===== src/rtl/matrix_row_accumulator_if.sv =====
`default_nettype none
// +--------------------------------------------------------------------------+
// | matrix_row_accumulator_if : element stream in, row result out            |
// | Revision : 1.0                                                           |
// +--------------------------------------------------------------------------+
interface matrix_row_accumulator_if #(
  parameter int WIDTH = 16
);
  logic             in_valid;
  logic             in_ready;
  logic [WIDTH-1:0] in_data;
  logic             in_sub;
  logic             out_valid;
  logic             out_ready;
  logic [WIDTH-1:0] out_sum;
  logic             out_carry;
  logic             out_ovf;

  modport master (
    output in_valid, in_data, in_sub, out_ready,
    input  in_ready, out_valid, out_sum, out_carry, out_ovf
  );

  modport slave (
    input  in_valid, in_data, in_sub, out_ready,
    output in_ready, out_valid, out_sum, out_carry, out_ovf
  );
endinterface
`default_nettype wire


===== src/rtl/matrix_row_accumulator.sv =====
`default_nettype none
// +--------------------------------------------------------------------------+
// | matrix_row_accumulator : folds LEN add/sub elements into one row sum     |
// | Optional: ACC_SATURATE_EN clamps acc on signed overflow                  |
// | Revision : 1.0                                                           |
// +--------------------------------------------------------------------------+
module matrix_row_accumulator #(
  parameter int WIDTH = 16,
  parameter int LEN   = 4,
  parameter int CNT_W = 8
) (
  input  logic                     clk,
  input  logic                     rst_n,
  matrix_row_accumulator_if.slave  bus
);

  typedef enum logic [0:0] {
    ACCUM = 1'b0,
    HOLD  = 1'b1
  } state_t;

  localparam logic [CNT_W-1:0] c_last = CNT_W'(LEN - 1);

  state_t           r_state;
  state_t           w_state_nxt;
  logic [CNT_W-1:0] r_count;
  logic [WIDTH-1:0] r_acc;
  logic             r_carry;
  logic             r_ovf;

  logic             w_accept;
  logic             w_first;
  logic             w_last;
  logic [WIDTH-1:0] w_a;
  logic [WIDTH-1:0] w_b;
  logic [WIDTH:0]   w_sum_ext;
  logic [WIDTH-1:0] w_sum;
  logic [WIDTH-1:0] w_acc_nxt;
  logic             w_uevt;
  logic             w_sevt;

  assign w_accept  = bus.in_valid && (r_state == ACCUM);
  assign w_first   = (r_count == '0);
  assign w_last    = (r_count == c_last);

  // Subtract is a + ~b + 1, so the carry-in doubles as the sub flag.
  assign w_a       = w_first ? '0 : r_acc;
  assign w_b       = bus.in_sub ? ~bus.in_data : bus.in_data;
  assign w_sum_ext = {1'b0, w_a} + {1'b0, w_b} + {{WIDTH{1'b0}}, bus.in_sub};
  assign w_sum     = w_sum_ext[WIDTH-1:0];
  assign w_uevt    = w_sum_ext[WIDTH] ^ bus.in_sub;
  assign w_sevt    = (w_a[WIDTH-1] == w_b[WIDTH-1]) && (w_sum[WIDTH-1] != w_a[WIDTH-1]);

`ifdef ACC_SATURATE_EN
  // Overflow direction follows the shared operand sign.
  assign w_acc_nxt = !w_sevt       ? w_sum :
                     w_a[WIDTH-1]  ? {1'b1, {(WIDTH-1){1'b0}}} :
                                     {1'b0, {(WIDTH-1){1'b1}}};
`else
  assign w_acc_nxt = w_sum;
`endif

  always_ff @(posedge clk or negedge rst_n) begin
    if (!rst_n) begin
      r_state <= ACCUM;
    end else begin
      r_state <= w_state_nxt;
    end
  end

  always_comb begin
    w_state_nxt = r_state;
    case (r_state)
      ACCUM:   if (w_accept && w_last) w_state_nxt = HOLD;
      HOLD:    if (bus.out_ready)      w_state_nxt = ACCUM;
      default: w_state_nxt = ACCUM;
    endcase
  end

  always_ff @(posedge clk or negedge rst_n) begin
    if (!rst_n) begin
      r_count <= '0;
      r_acc   <= '0;
      r_carry <= 1'b0;
      r_ovf   <= 1'b0;
    end else if (w_accept) begin
      r_acc   <= w_acc_nxt;
      r_carry <= (r_carry && !w_first) || w_uevt;
      r_ovf   <= (r_ovf && !w_first) || w_sevt;
      r_count <= w_last ? '0 : r_count + 1'b1;
    end
  end

  assign bus.in_ready  = (r_state == ACCUM);
  assign bus.out_valid = (r_state == HOLD);
  assign bus.out_sum   = r_acc;
  assign bus.out_carry = r_carry;
  assign bus.out_ovf   = r_ovf;

endmodule
`default_nettype wire


===== src/flat_wrapper.sv =====
// flat-port wrapper written by rule: the top's interface ports become plain ports
module matrix_row_accumulator_flat 
#(
  parameter int WIDTH = 16,
  parameter int LEN   = 4,
  parameter int CNT_W = 8
)
  (clk, rst_n, bus_in_valid, bus_in_data, bus_in_sub, bus_out_ready, bus_in_ready, bus_out_valid, bus_out_sum, bus_out_carry, bus_out_ovf);
  matrix_row_accumulator_if #(.WIDTH(WIDTH)) bus_i ();
  input  logic clk;
  input  logic rst_n;
  input wire logic [$bits(bus_i.in_valid)-1:0] bus_in_valid;
  input wire logic [$bits(bus_i.in_data)-1:0] bus_in_data;
  input wire logic [$bits(bus_i.in_sub)-1:0] bus_in_sub;
  input wire logic [$bits(bus_i.out_ready)-1:0] bus_out_ready;
  output wire logic [$bits(bus_i.in_ready)-1:0] bus_in_ready;
  output wire logic [$bits(bus_i.out_valid)-1:0] bus_out_valid;
  output wire logic [$bits(bus_i.out_sum)-1:0] bus_out_sum;
  output wire logic [$bits(bus_i.out_carry)-1:0] bus_out_carry;
  output wire logic [$bits(bus_i.out_ovf)-1:0] bus_out_ovf;
  assign bus_i.in_valid = bus_in_valid;
  assign bus_i.in_data = bus_in_data;
  assign bus_i.in_sub = bus_in_sub;
  assign bus_i.out_ready = bus_out_ready;
  assign bus_in_ready = bus_i.in_ready;
  assign bus_out_valid = bus_i.out_valid;
  assign bus_out_sum = bus_i.out_sum;
  assign bus_out_carry = bus_i.out_carry;
  assign bus_out_ovf = bus_i.out_ovf;
  matrix_row_accumulator #(.WIDTH(WIDTH), .LEN(LEN), .CNT_W(CNT_W)) u_core (.clk(clk), .rst_n(rst_n), .bus(bus_i));
endmodule

===== config.mk =====
export PLATFORM = sky130hd
export DESIGN_NAME = matrix_row_accumulator_flat
export DESIGN_NICKNAME = d
export VERILOG_FILES = /design/src/rtl/matrix_row_accumulator_if.sv /design/src/rtl/matrix_row_accumulator.sv /design/src/flat_wrapper.sv
export SDC_FILE = /design/constraint.sdc
export NUM_CORES = 1
export LEC_CHECK = 0
export ABC_AREA = 0
export CORE_ASPECT_RATIO = 0.75
export CORE_UTILIZATION = 25
export CTS_CLUSTER_DIAMETER = 120
export DETAILED_ROUTE_END_ITERATION = 10
export SYNTH_ARGS = -nofsm -noshare
export SYNTH_HDL_FRONTEND = slang
export SYNTH_SLANG_ARGS = --single-unit

===== constraint.sdc =====
create_clock -name clk -period 8.3 [get_ports clk]
set_input_delay 1.66 -clock clk [delete_from_list [all_inputs] [get_ports clk]]
set_output_delay 1.66 -clock clk [all_outputs]
set_load 0.005 [all_outputs]

Word-level counts from Yosys, hierarchy flattened
Cells that the tools add are included.

cells by class
  add/sub/neg operators = 3
  equal/unequal tests = 3
  mux-type cells = 6
  bitwise logic cells = 3
  reduce and logical (&&, ||, !) cells = 9

operators by type and width
  kind                                                 count
  2-to-1 mux 16 bit                                    2
  adder 16 x 16 -> 17 bit                              1
  adder 17 x 1 -> 17 bit                               1
  NOT 16 bit                                           1
  adder 8 x 1 -> 8 bit, second input constant          1
  equality test 8 x 2 -> 1 bit, second input constant  1
  logical NOT 8 bit                                    1
  2-to-1 mux 8 bit                                     1
  logical AND 1 bit                                    5
  logical OR 1 bit                                     2
  2-to-1 mux 1 bit                                     2
  one-hot mux 1 bit (2 select lines)                   1
  equality test 1 bit                                  1
  logical NOT 1 bit                                    1
  inequality test 1 bit                                1
  NOT 1 bit                                            1
  bitwise XOR 1 bit                                    1

word-level totals
  register bits = 27
  input port bits = 21
  word-level logic and storage cells = 29

Longest topological paths before layout
  word-level depth = 7
  gate-level depth with buffers = 14

Worst setup path after synthesis
No wires, ideal clock.

  path type = input port to flip-flop
  start = in bus_in_sub
  end = reg u_core.r_ovf (netlist: u_core.bus.out_ovf)
  data arrival time = 4.187 ns
  required time = 8.213 ns
  path slack = 4.027 ns
  stages on the path = 10
  buffers on the path = 2
  cells stage by stage = clkbuf_1 -> buf_1 -> xor2_1 -> ha_1 -> a211oi_1 -> o211ai_1 -> a221oi_1 -> nand4_1 -> mux2_2 -> o211ai_1

on the way
  longest elaborated chain between the ends = 6
  elaborated cells between the ends (all ways) = 7
  those cells by class = add/sub: 2; eq/ne: 2; mux: 1; reduce/logical: 2

RTL lines
  what                     line                          source
  from (decl)              flat_wrapper.sv:14            input wire logic [$bits(bus_i.in_sub)-1:0] bus_in_sub;
  2-to-1 mux 16 bit        matrix_row_accumulator.sv:48  assign w_b = bus.in_sub ? ~bus.in_data : bus.in_data;
  adder 16 x 16 -> 17 bit  matrix_row_accumulator.sv:49  assign w_sum_ext = {1'b0, w_a} + {1'b0, w_b} + {{WIDTH{1'b0}}, bus.in_sub};
  adder 17 x 1 -> 17 bit   matrix_row_accumulator.sv:49
  inequality test 1 bit    matrix_row_accumulator.sv:52  assign w_sevt = (w_a[WIDTH-1] == w_b[WIDTH-1]) && (w_sum[WIDTH-1] != w_a[WIDTH-1]);
  logical AND 1 bit *      matrix_row_accumulator.sv:52
  logical OR 1 bit *       matrix_row_accumulator.sv:89  r_ovf <= (r_ovf && !w_first) || w_sevt;
  to (signal assigned)     matrix_row_accumulator.sv:89
  to (decl)                matrix_row_accumulator.sv:29  logic r_ovf;

Every way passes the cells marked *; elsewhere a longest branch is shown, timed or not.
A chain may end at the register's enable or synchronous reset.

Worst setup path in the final report
  start = in bus_in_sub
  end = reg u_core.r_acc[12] (netlist: u_core.bus.out_sum[12])

on the way
  longest elaborated chain between the ends = 3

RTL lines
  what                      line                          source
  2-to-1 mux 16 bit         matrix_row_accumulator.sv:48
  adder 16 x 16 -> 17 bit   matrix_row_accumulator.sv:49
  adder 17 x 1 -> 17 bit *  matrix_row_accumulator.sv:49
  to (signal assigned)      matrix_row_accumulator.sv:87  r_acc <= w_acc_nxt;
  to (decl)                 matrix_row_accumulator.sv:27  logic [WIDTH-1:0] r_acc;

Marks and branches as above.

==> results.md <==
- Outcome: complete, no violations
- Leak: about 1.2 nW
- Hold crit path type: flop to flop
- DPL Wire Length: 3.98 mm
- H-tree levels: 1
- Maxcap violations: 0
- Clock power share: 11.8%
- Post-synth EDFFs: 0
- Layout cells sized above 1: 3.50%
- Core Footprint: 8090 sq um
- Total CTS buffers: 3
- Ant diodes: 0
- Sequential fraction of the synthesis area: 31.5%
- Die width: between 100 and 150 um
- Placer Congestion: ~0.84
- Clk sinks: 27
- Site Rows: 28
- Worst-Skew Late Latency: 0.27 ns
- Drt drc: 0
- Remaining global-route overflow: 0
- Count of final hold-check violations: 0
- Die area: 8970 sq um
- Net count reported at finish: 326
- Max frequency: between 200 and 250 MHz
- Fin crit share: 58.2%
- Primary FF master, synth: dfrtp_1
- Post-DP Area: between 2000 and 3000 sq um
- Comb power frac: about 66%
- Average size of a mapped cell: roughly 8.6 sq um
- Critical Path Fanout Max: 17
- Minimum clock period: 4.83 ns
- Port buffer count: 40
- Total number of vias: 1881
- Switching power: between 0.4 and 0.5 mW
- Worst setup SP type: primary input
- Initial core utilization: between 20% and 30%
- Max-slew headroom: 26.1%
- DRT Pass-1 Iters: 4
- Unrepaired setup endpoints after global routing: no
- Crit Path Class: primary input to flop
- DRT Wirelength: 5.28 mm
- Vias in the first global route: 1838
- # IOs: slightly above 40
- WL/cell: 13.5 um
- Synthesized Nets: 290
- Ys Warns: 0
- Initial antenna violation count: 0
- Final instance area: roughly 2700 sq um
- CP Capture Type: flop
- Final setup viols: 0
- Post-Syn Area: 2150 sq um
- Clock-pin slew on the worst setup and hold paths: 0.07 ns
- CTS Hold Buffers Added: 0
- Slew Limit Fails: 0
- Leading cell type in the layout, fill and taps excluded: clkdlybuf4s50_1
- Total Neg Setup Slack: 0 ns
- Seq pwr share: between 20 and 25%
- First-pass GRT wire length: about 9 mm
- Cell Pwr Density: 356 nW/um^2
- Commonest cells after routing, fill and taps aside: clkdlybuf4s50_1 (40), nand2_1 (28), dfrtp_1 (27)
- Final ANT Viol Nets: 0
- Switching Share: a little over two fifths
- Pin count of the biggest net entering global routing: 33
- #FFs+latches synth: 27
- Arrival time at the worst endpoint: 4.95 ns
- Via density: a little under 5
- Final Skew: approximately 0.0063 ns
- Unique masters post-synth: 41
- Overall Global Routing Usage: 13.1%
- 1st-iter DRT viols: 92
- Asr flop ratio synth: 100%
- Syn-to-layout area delta: 27.2%
- Worst EP required: 8.42 ns
- CTS tree: done
- Post-CTS Setup Repair Bufs: 0
- Clock buffer depth: 2
- Post-Synthesis Cells: 251
- Internal: roughly 0.55 mW
- Root buffer cell: clkbuf_16
- Resized Gates After CTS: 0
- DIE HEIGHT: between 80 and 90 um
- Maximum VDD drop: approximately 0.00013 V
- Slew at the pin closest to its max-slew limit: 1.11 ns
-- synthesized netlist by cell type (2+ instances only) --
library cell / n / area (sq um)
nor3_1: 8 / 40.0
xnor2_1: 10 / 87.6
a211oi_1: 2 / 15.0
a21o_1: 7 / 52.6
dfrtp_1: 27 / 676
mux2_2: 2 / 22.5
and2_1: 15 / 93.8
a21oi_1: 16 / 80.1
clkbuf_1: 9 / 33.8
o21ai_0: 25 / 125
nand4_1: 5 / 31.3
nand2_1: 28 / 105
o211ai_1: 6 / 45.0
xor2_1: 22 / 193
ha_1: 17 / 213
inv_1: 11 / 41.3
nor2_1: 7 / 26.3
and3_1: 2 / 12.5
nand2b_1: 3 / 18.8
nor2b_1: 2 / 12.5
nand3_1: 7 / 35.0
-- final timing paths --
check,start,slack (ns),end,depth (start not counted)
max in group asynchronous,rst_n,6.26,u_core.bus.out_sum[0]$_DFFE_PN0P_,2
hold reg to reg,u_core.r_count[7]$_DFFE_PN0P_,0.48,u_core.r_count[7]$_DFFE_PN0P_,1
min in group asynchronous,rst_n,1.76,u_core.bus.out_sum[10]$_DFFE_PN0P_,2
hold / removal,u_core.r_count[7]$_DFFE_PN0P_,0.48,u_core.r_count[7]$_DFFE_PN0P_,1
setup reg to reg,u_core.r_count[4]$_DFFE_PN0P_,4.47,u_core.bus.out_sum[12]$_DFFE_PN0P_,11
setup / recovery,bus_in_sub,3.47,u_core.bus.out_sum[12]$_DFFE_PN0P_,12
-- per-layer routing --
| metal | up-vias | global-route usage [%] | share of wire (%) |
|---|---|---|---|
| li1 | 964 | - | - |
| met1 | 867 | 19.3 | 54 |
| met4 | 0 | 3.11 | 0.85 |
| met2 | 46 | 19.2 | 40 |
| met5 | - | 0 | 0 |
| met3 | 4 | 2.90 | 5.2 |
-- critical path, stage by stage --
cell	delay, ns
clkdlybuf4s50_1	0.92
inv_1	0.28
nor2_1	0.07
a31oi_1	0.19
inv_1	0.08
fa_1	0.41
a211oi_1	0.31
o211ai_1	0.20
and2_1	0.23
a311oi_1	0.33
xor2_1	0.17
o21ai_0	0.08
-- cell type report --
type | count | area [sq um]
flip-flops and latches | 27 | 676
clock inverters | 1 | 7.51
inverters | 11 | 41.3
multi-input cells | 203 | 1390
clock buffers | 3 | 75.1
repair buffers | 41 | 408
well taps | 105 | 131
fillers | 844 | 5360
-- metrics by stage --
stage / utilization, % / instances / total power [mW] / hold WS [ns] / setup slack, ns
global route: 33.8 / 391 / 1.07 / 0.516 / 3.13
detailed placement: 32.7 / 387 / 0.858 / 0.470 / 3.16
finish: 33.8 / 391 / 0.973 / 0.477 / 3.47
floorplan: - / 251 / 0.646 / 0.448 / 4.03
CTS: 33.8 / 391 / 0.981 / 0.485 / 3.45
global placement: 32.7 / 387 / 0.850 / 0.467 / 3.31
-- cell families after synthesis --
family / count (synthesis) / synth area share, %
mux: 2 / 1.05
simple gates: 83 / 20.2
flops: 27 / 31.5
xor+xnor: 32 / 13.1
buf+inv: 21 / 3.67
fa+ha+maj: 18 / 10.8
compound gates: 68 / 19.8
-- power groups by stage --
stage                     clock, mW  combinational, mW  sequential, mW
final                         0.115              0.639           0.220
after global placement            0              0.629           0.222
after floorplan                   0              0.426           0.220
after global routing          0.125              0.718           0.229
after detailed placement          0              0.635           0.223
after CTS                     0.120              0.641           0.220
-- state kept, by name (all words and copies together) (netlist names) --
name / cells
u_core.bus.out_sum: 16
u_core.r_count: 8
u_core.bus.out_carry: 1
u_core.bus.out_ovf: 1
u_core.bus.out_valid: 1
No activity file was read; power rests on OpenSTA's default activity.
